File: config.mk
export PLATFORM = sky130hd
export DESIGN_NAME = rx_sr_ctrl
export DESIGN_NICKNAME = d
export VERILOG_FILES = /design/src/rtl/rx_sr_ctrl.sv
export SDC_FILE = /design/constraint.sdc
export NUM_CORES = 1
export LEC_CHECK = 0
export CORE_MARGIN = 2
export CORE_UTILIZATION = 45
export CTS_CLUSTER_DIAMETER = 50
export CTS_CLUSTER_SIZE = 28
export DETAILED_ROUTE_END_ITERATION = 6
export PLACE_DENSITY_LB_ADDON = 0.12
export SYNTH_ARGS = -nofsm -noshare
export SYNTH_HDL_FRONTEND = slang
export SYNTH_SLANG_ARGS = --single-unit
File: constraint.sdc
create_clock -name clk -period 2.7 [get_ports clk]
set_clock_uncertainty 0.2 [all_clocks]
set_input_delay 0.405 -clock clk [delete_from_list [all_inputs] [get_ports clk]]
set_output_delay 0.405 -clock clk [all_outputs]
set_load 0.05 [all_outputs]
File: src/rtl/rx_sr_ctrl.sv
// Receive shift-register sequencer: counts 32-bit words into blocks and hands blocks downstream.
// Optional partial-block idle timeout enabled by defining RX_SR_CTRL_TIMEOUT_EN.
module rx_sr_ctrl #(
  parameter int unsigned WORDS_PER_BLOCK = 4,
  parameter int unsigned CNT_W           = 3,
  parameter int unsigned BLK_CNT_W       = 16,
  parameter int unsigned TIMEOUT_CYCLES  = 1024
) (
  input  logic                 clk,
  input  logic                 rst,
  input  logic                 abort,
  input  logic                 word_valid,
  output logic                 word_ready,
  output logic                 shift_enable,
  output logic                 block_valid,
  input  logic                 block_ready,
  output logic [CNT_W-1:0]     word_count,
  output logic [BLK_CNT_W-1:0] blocks_rcvd,
  output logic                 timeout_err
);

  typedef enum logic [1:0] {StEmpty, StFill, StFull} state_e;

  localparam logic [CNT_W-1:0] CntFull = CNT_W'(WORDS_PER_BLOCK);

  state_e                 state_q, state_d;
  logic [CNT_W-1:0]       cnt_q, cnt_d, cnt_inc;
  logic [BLK_CNT_W-1:0]   blk_q, blk_d;
  logic                   accept;
  logic                   idle_expired;

  // In FULL a new word is only taken when the held block leaves in the same cycle.
  assign word_ready   = ~rst & ~abort & ((state_q != StFull) | block_ready);
  assign accept       = word_valid & word_ready;
  assign shift_enable = accept;
  assign cnt_inc      = cnt_q + 1'b1;

`ifdef RX_SR_CTRL_TIMEOUT_EN
  localparam int unsigned      IdleW    = $clog2(TIMEOUT_CYCLES + 1);
  localparam logic [IdleW-1:0] IdleLast = IdleW'(TIMEOUT_CYCLES - 1);

  logic [IdleW-1:0] idle_q, idle_d;
  logic             err_q;

  always_comb begin
    idle_d       = '0;
    idle_expired = 1'b0;
    if (!abort && (state_q == StFill) && !accept) begin
      if (idle_q == IdleLast) begin
        idle_expired = 1'b1;
      end else begin
        idle_d = idle_q + 1'b1;
      end
    end
  end

  always_ff @(posedge clk or posedge rst) begin
    if (rst) begin
      idle_q <= '0;
      err_q  <= 1'b0;
    end else begin
      idle_q <= idle_d;
      err_q  <= idle_expired;
    end
  end

  assign timeout_err = err_q;
`else
  logic unused_timeout_cfg;
  assign unused_timeout_cfg = ^TIMEOUT_CYCLES;
  assign idle_expired       = 1'b0;
  assign timeout_err        = 1'b0;
`endif

  always_comb begin
    state_d = state_q;
    cnt_d   = cnt_q;
    blk_d   = blk_q;
    if (abort) begin
      state_d = StEmpty;
      cnt_d   = '0;
    end else begin
      case (state_q)
        StEmpty, StFill: begin
          if (accept) begin
            cnt_d   = cnt_inc;
            state_d = (cnt_inc == CntFull) ? StFull : StFill;
          end else if (idle_expired) begin
            cnt_d   = '0;
            state_d = StEmpty;
          end
        end
        StFull: begin
          if (block_ready) begin
            blk_d = blk_q + 1'b1;
            if (accept) begin
              cnt_d   = CNT_W'(1);
              state_d = StFill;
            end else begin
              cnt_d   = '0;
              state_d = StEmpty;
            end
          end
        end
        default: begin
          state_d = StEmpty;
          cnt_d   = '0;
        end
      endcase
    end
  end

  always_ff @(posedge clk or posedge rst) begin
    if (rst) begin
      state_q <= StEmpty;
      cnt_q   <= '0;
      blk_q   <= '0;
    end else begin
      state_q <= state_d;
      cnt_q   <= cnt_d;
      blk_q   <= blk_d;
    end
  end

  assign word_count  = cnt_q;
  assign block_valid = (state_q == StFull);
  assign blocks_rcvd = blk_q;

endmodule

==> impl_results.md <==
* Status: completed
* Postcts setup bufs at 0
* Worst min path class: primary input to async pin
* RSZ-0062 raised after global routing: no
* Most frequent cells after synthesis: 21 x dfrtp_1, 10 x xnor2_1, 8 x nand2_1, 8 x nor2_1
* Share of layout cells above drive strength 1 at 9.38%
* Post-CTS Hold Buffers at 0
* CTS Buf Count at 3
* DRC errors left at 0
* Die area at 0.00271 mm²
* Cells after synthesis at 98
* Starting Density at 47.5%
* # resized after CTS at 0
* H-tree levels at 1
* # setup viols final at 0
* Post-synth top flop: dfrtp_1
* Multi-input gate area at 475 µm²
* Root Driver: clkbuf_4
* Crit Path Class: flip-flop to primary output
* Mapped Area at 0.00104 mm²
* Overall routing resource usage at 17.6%
* Tightest Pin Transition at 513 ps
* Data arrival, critical path at 1850 ps
* Overflow left after global routing at 0
* DR vias/cell at 5.20
* Pwr dens at 387 mW/mm²
* Yosys cell types at 27
* Iter 0 DRT Violations at 11
* Minimum clock period at 2460 ps
* Worst-path clk slew at 130 ps
* Die H at 52.1 µm
* CTS tree: yes
* Cells along the critical path: nand2b_1, inv_1, clkdlybuf4s50_1
* Die width at 52.1 µm
* Crit-path slowest cell: clkdlybuf4s50_1
* Number of synthesized register bits at 21
* Min Hold Slack at 219 ps
* Fin cells at 156
* Worst-skew pair later-pin latency at 300 ps
* Seq/Total Area, Yosys at 50.5%
* Total Nets Final at 137
* Async SR Flop Fraction at 100%
* Crit. End Element: primary output
* TNS Setup at 0 ps
* Max Cap Viol at 0
* Cell accounting for the most synthesized area: dfrtp_1
* Via count at 811
* Post-Place Cells at 152
* Vias in the first global route at 790
* Final GP Congestion at 0.748
* Hold Fails Final Rpt at 0
* LEAKAGE at 0.619 nW
* Largest net degree at the start of global routing at 16
* WL/cell at 13.2 µm
* HPWL Detailed at 1580 µm
* IO Pins at 28
* Sinks on Clock Net at 21
* Register area at 526 µm²
* EDFF count, synth at 0
* CP max stage delay at 800 ps
* Max IR drop VDD at 0.000231 V
* Worst slew margin at 65.7%
* Critical-path maximum fanout at 8
* Post-synth top area share at 50.5%
* Syn nets at 106
* Most common cell in the netlist: dfrtp_1
* WL final at 2050 µm
* Site Rows at 17
* Syn. warnings at 0
* PortBufs at 26
* CP startpoint kind: flip-flop
* Antenna Diode Count at 0
* Fillers at 203
* Fin crit share at 91.0%
* Initial antenna violation count at 0
* First-pass GRT wire length at 3540 µm
* Max Slew Vio Count at 0
* Syn_area_per_cell at 10.6 µm²
* Drt first pass iters at 5
* Clk buf depth at 2
* Synth area leaders: dfrtp_1 50%, xnor2_1 8.4%, xor2_1 4.2%, ha_1 3.6%, nand2_1 2.9%
* Required time worst endpoint at 2100 ps
* Core area at 0.00219 mm²
* Post-DRT Antenna Nets at 0
* Fmax at 0.407 GHz
* Syn-to-layout area delta at 32.7%
[flip-flops by register name (all words and copies together), names as in the netlist]
signal and flops:
blocks_rcvd 16, state_q 2, word_count 3
[stage by stage]
step,power (mW),setup WS [ps],util (%),area (µm²)
after floorplan,0.364,304,-,1050
after global routing,0.553,164,63.0,1380
final,0.534,243,63.0,1380
after CTS,0.542,238,63.0,1380
after detailed placement,0.387,262,61.8,1350
after global placement,0.386,346,61.8,1350
[logic make-up (layout without fill, tap and decap cells)]
| kind of cell | count (synthesis) | count (layout) | share of synthesized area (%) |
|---|---|---|---|
| AOI/OAI and AO/OA | 9 | 9 | 5.41 |
| and+or+nand+nor | 42 | 42 | 23.2 |
| adders and majority gates | 3 | 3 | 3.61 |
| buffers and inverters | 7 | 37 | 4.33 |
| DFF | 21 | 21 | 50.5 |
| xor gates and xnor gates | 15 | 15 | 12.6 |
| other | 1 | 1 | 0.360 |
[layer usage]
metal	global-route usage (%)	wire length, µm	vias to the layer above
met2	26.8	955	16
met4	7.89	16	0
met1	24.1	991	398
li1	-	-	395
met3	3.45	89	2
met5	0	0	-
[cell usage in the layout (no fill, tap or decap)]
master	Yosys	layout
clkdlybuf4s50_1	0	24
dfrtp_1	21	21
xnor2_1	10	10
nand2_1	8	8
nor2_1	8	8
nand3_1	5	5
xor2_1	5	5
a21oi_1	5	5
inv_1	4	4
nand4_1	3	3
nand2b_1	3	3
nor3_1	4	3
ha_1	3	3
clkbuf_4	0	3
buf_4	1	3
nor3_2	1	2
and3_1	2	2
and4_1	2	2
nor2b_1	2	2
buf_12	0	2
nand4bb_1	1	1
nor4_4	1	1
o22ai_1	1	1
a22oi_1	1	1
a211o_1	1	1
a2111oi_0	1	1
and2_1	1	1
nor3b_1	1	1
conb_1	1	1
clkinv_2	0	1
[power by group]
part           total, mW  switching (mW)  internal, mW
clock              0.154          0.0988        0.0552
combinational     0.0591          0.0355        0.0235
sequential         0.321         0.00361         0.318
[final cells by class]
| class | instances | share of cell area [%] |
|---|---|---|
| clock inverters | 1 | 0.362 |
| multi-input cells | 70 | 34.4 |
| flip-flops and latches | 21 | 38.0 |
| clock buffers | 3 | 1.63 |
| inverters | 4 | 1.09 |
| repair buffers | 29 | 21.9 |
| well taps | 28 | 2.54 |
[critical path: cells and delay by family, from the launching register on]
| kind | cells | cell delay (ps) |
|---|---|---|
| buffers and inverters | 2 | 900 |
| DFF | 1 | 500 |
| and+or+nand+nor | 1 | 150 |
[final timing paths]
path | start | endpoint | slack (ps) | cells past startpoint
hold reg to reg | blocks_rcvd[15] | blocks_rcvd[15] | 280 | 1
hold / removal | rst | blocks_rcvd[4] | 220 | 2
max in group asynchronous | rst | word_count[2] | 1600 | 3
setup reg to reg | state_q[1] | blocks_rcvd[11] | 800 | 4
setup / recovery | state_q[1] | block_valid | 240 | 3
min in group clk | blocks_rcvd[15] | blocks_rcvd[15] | 280 | 1
Power figures use the tool's default switching activity.
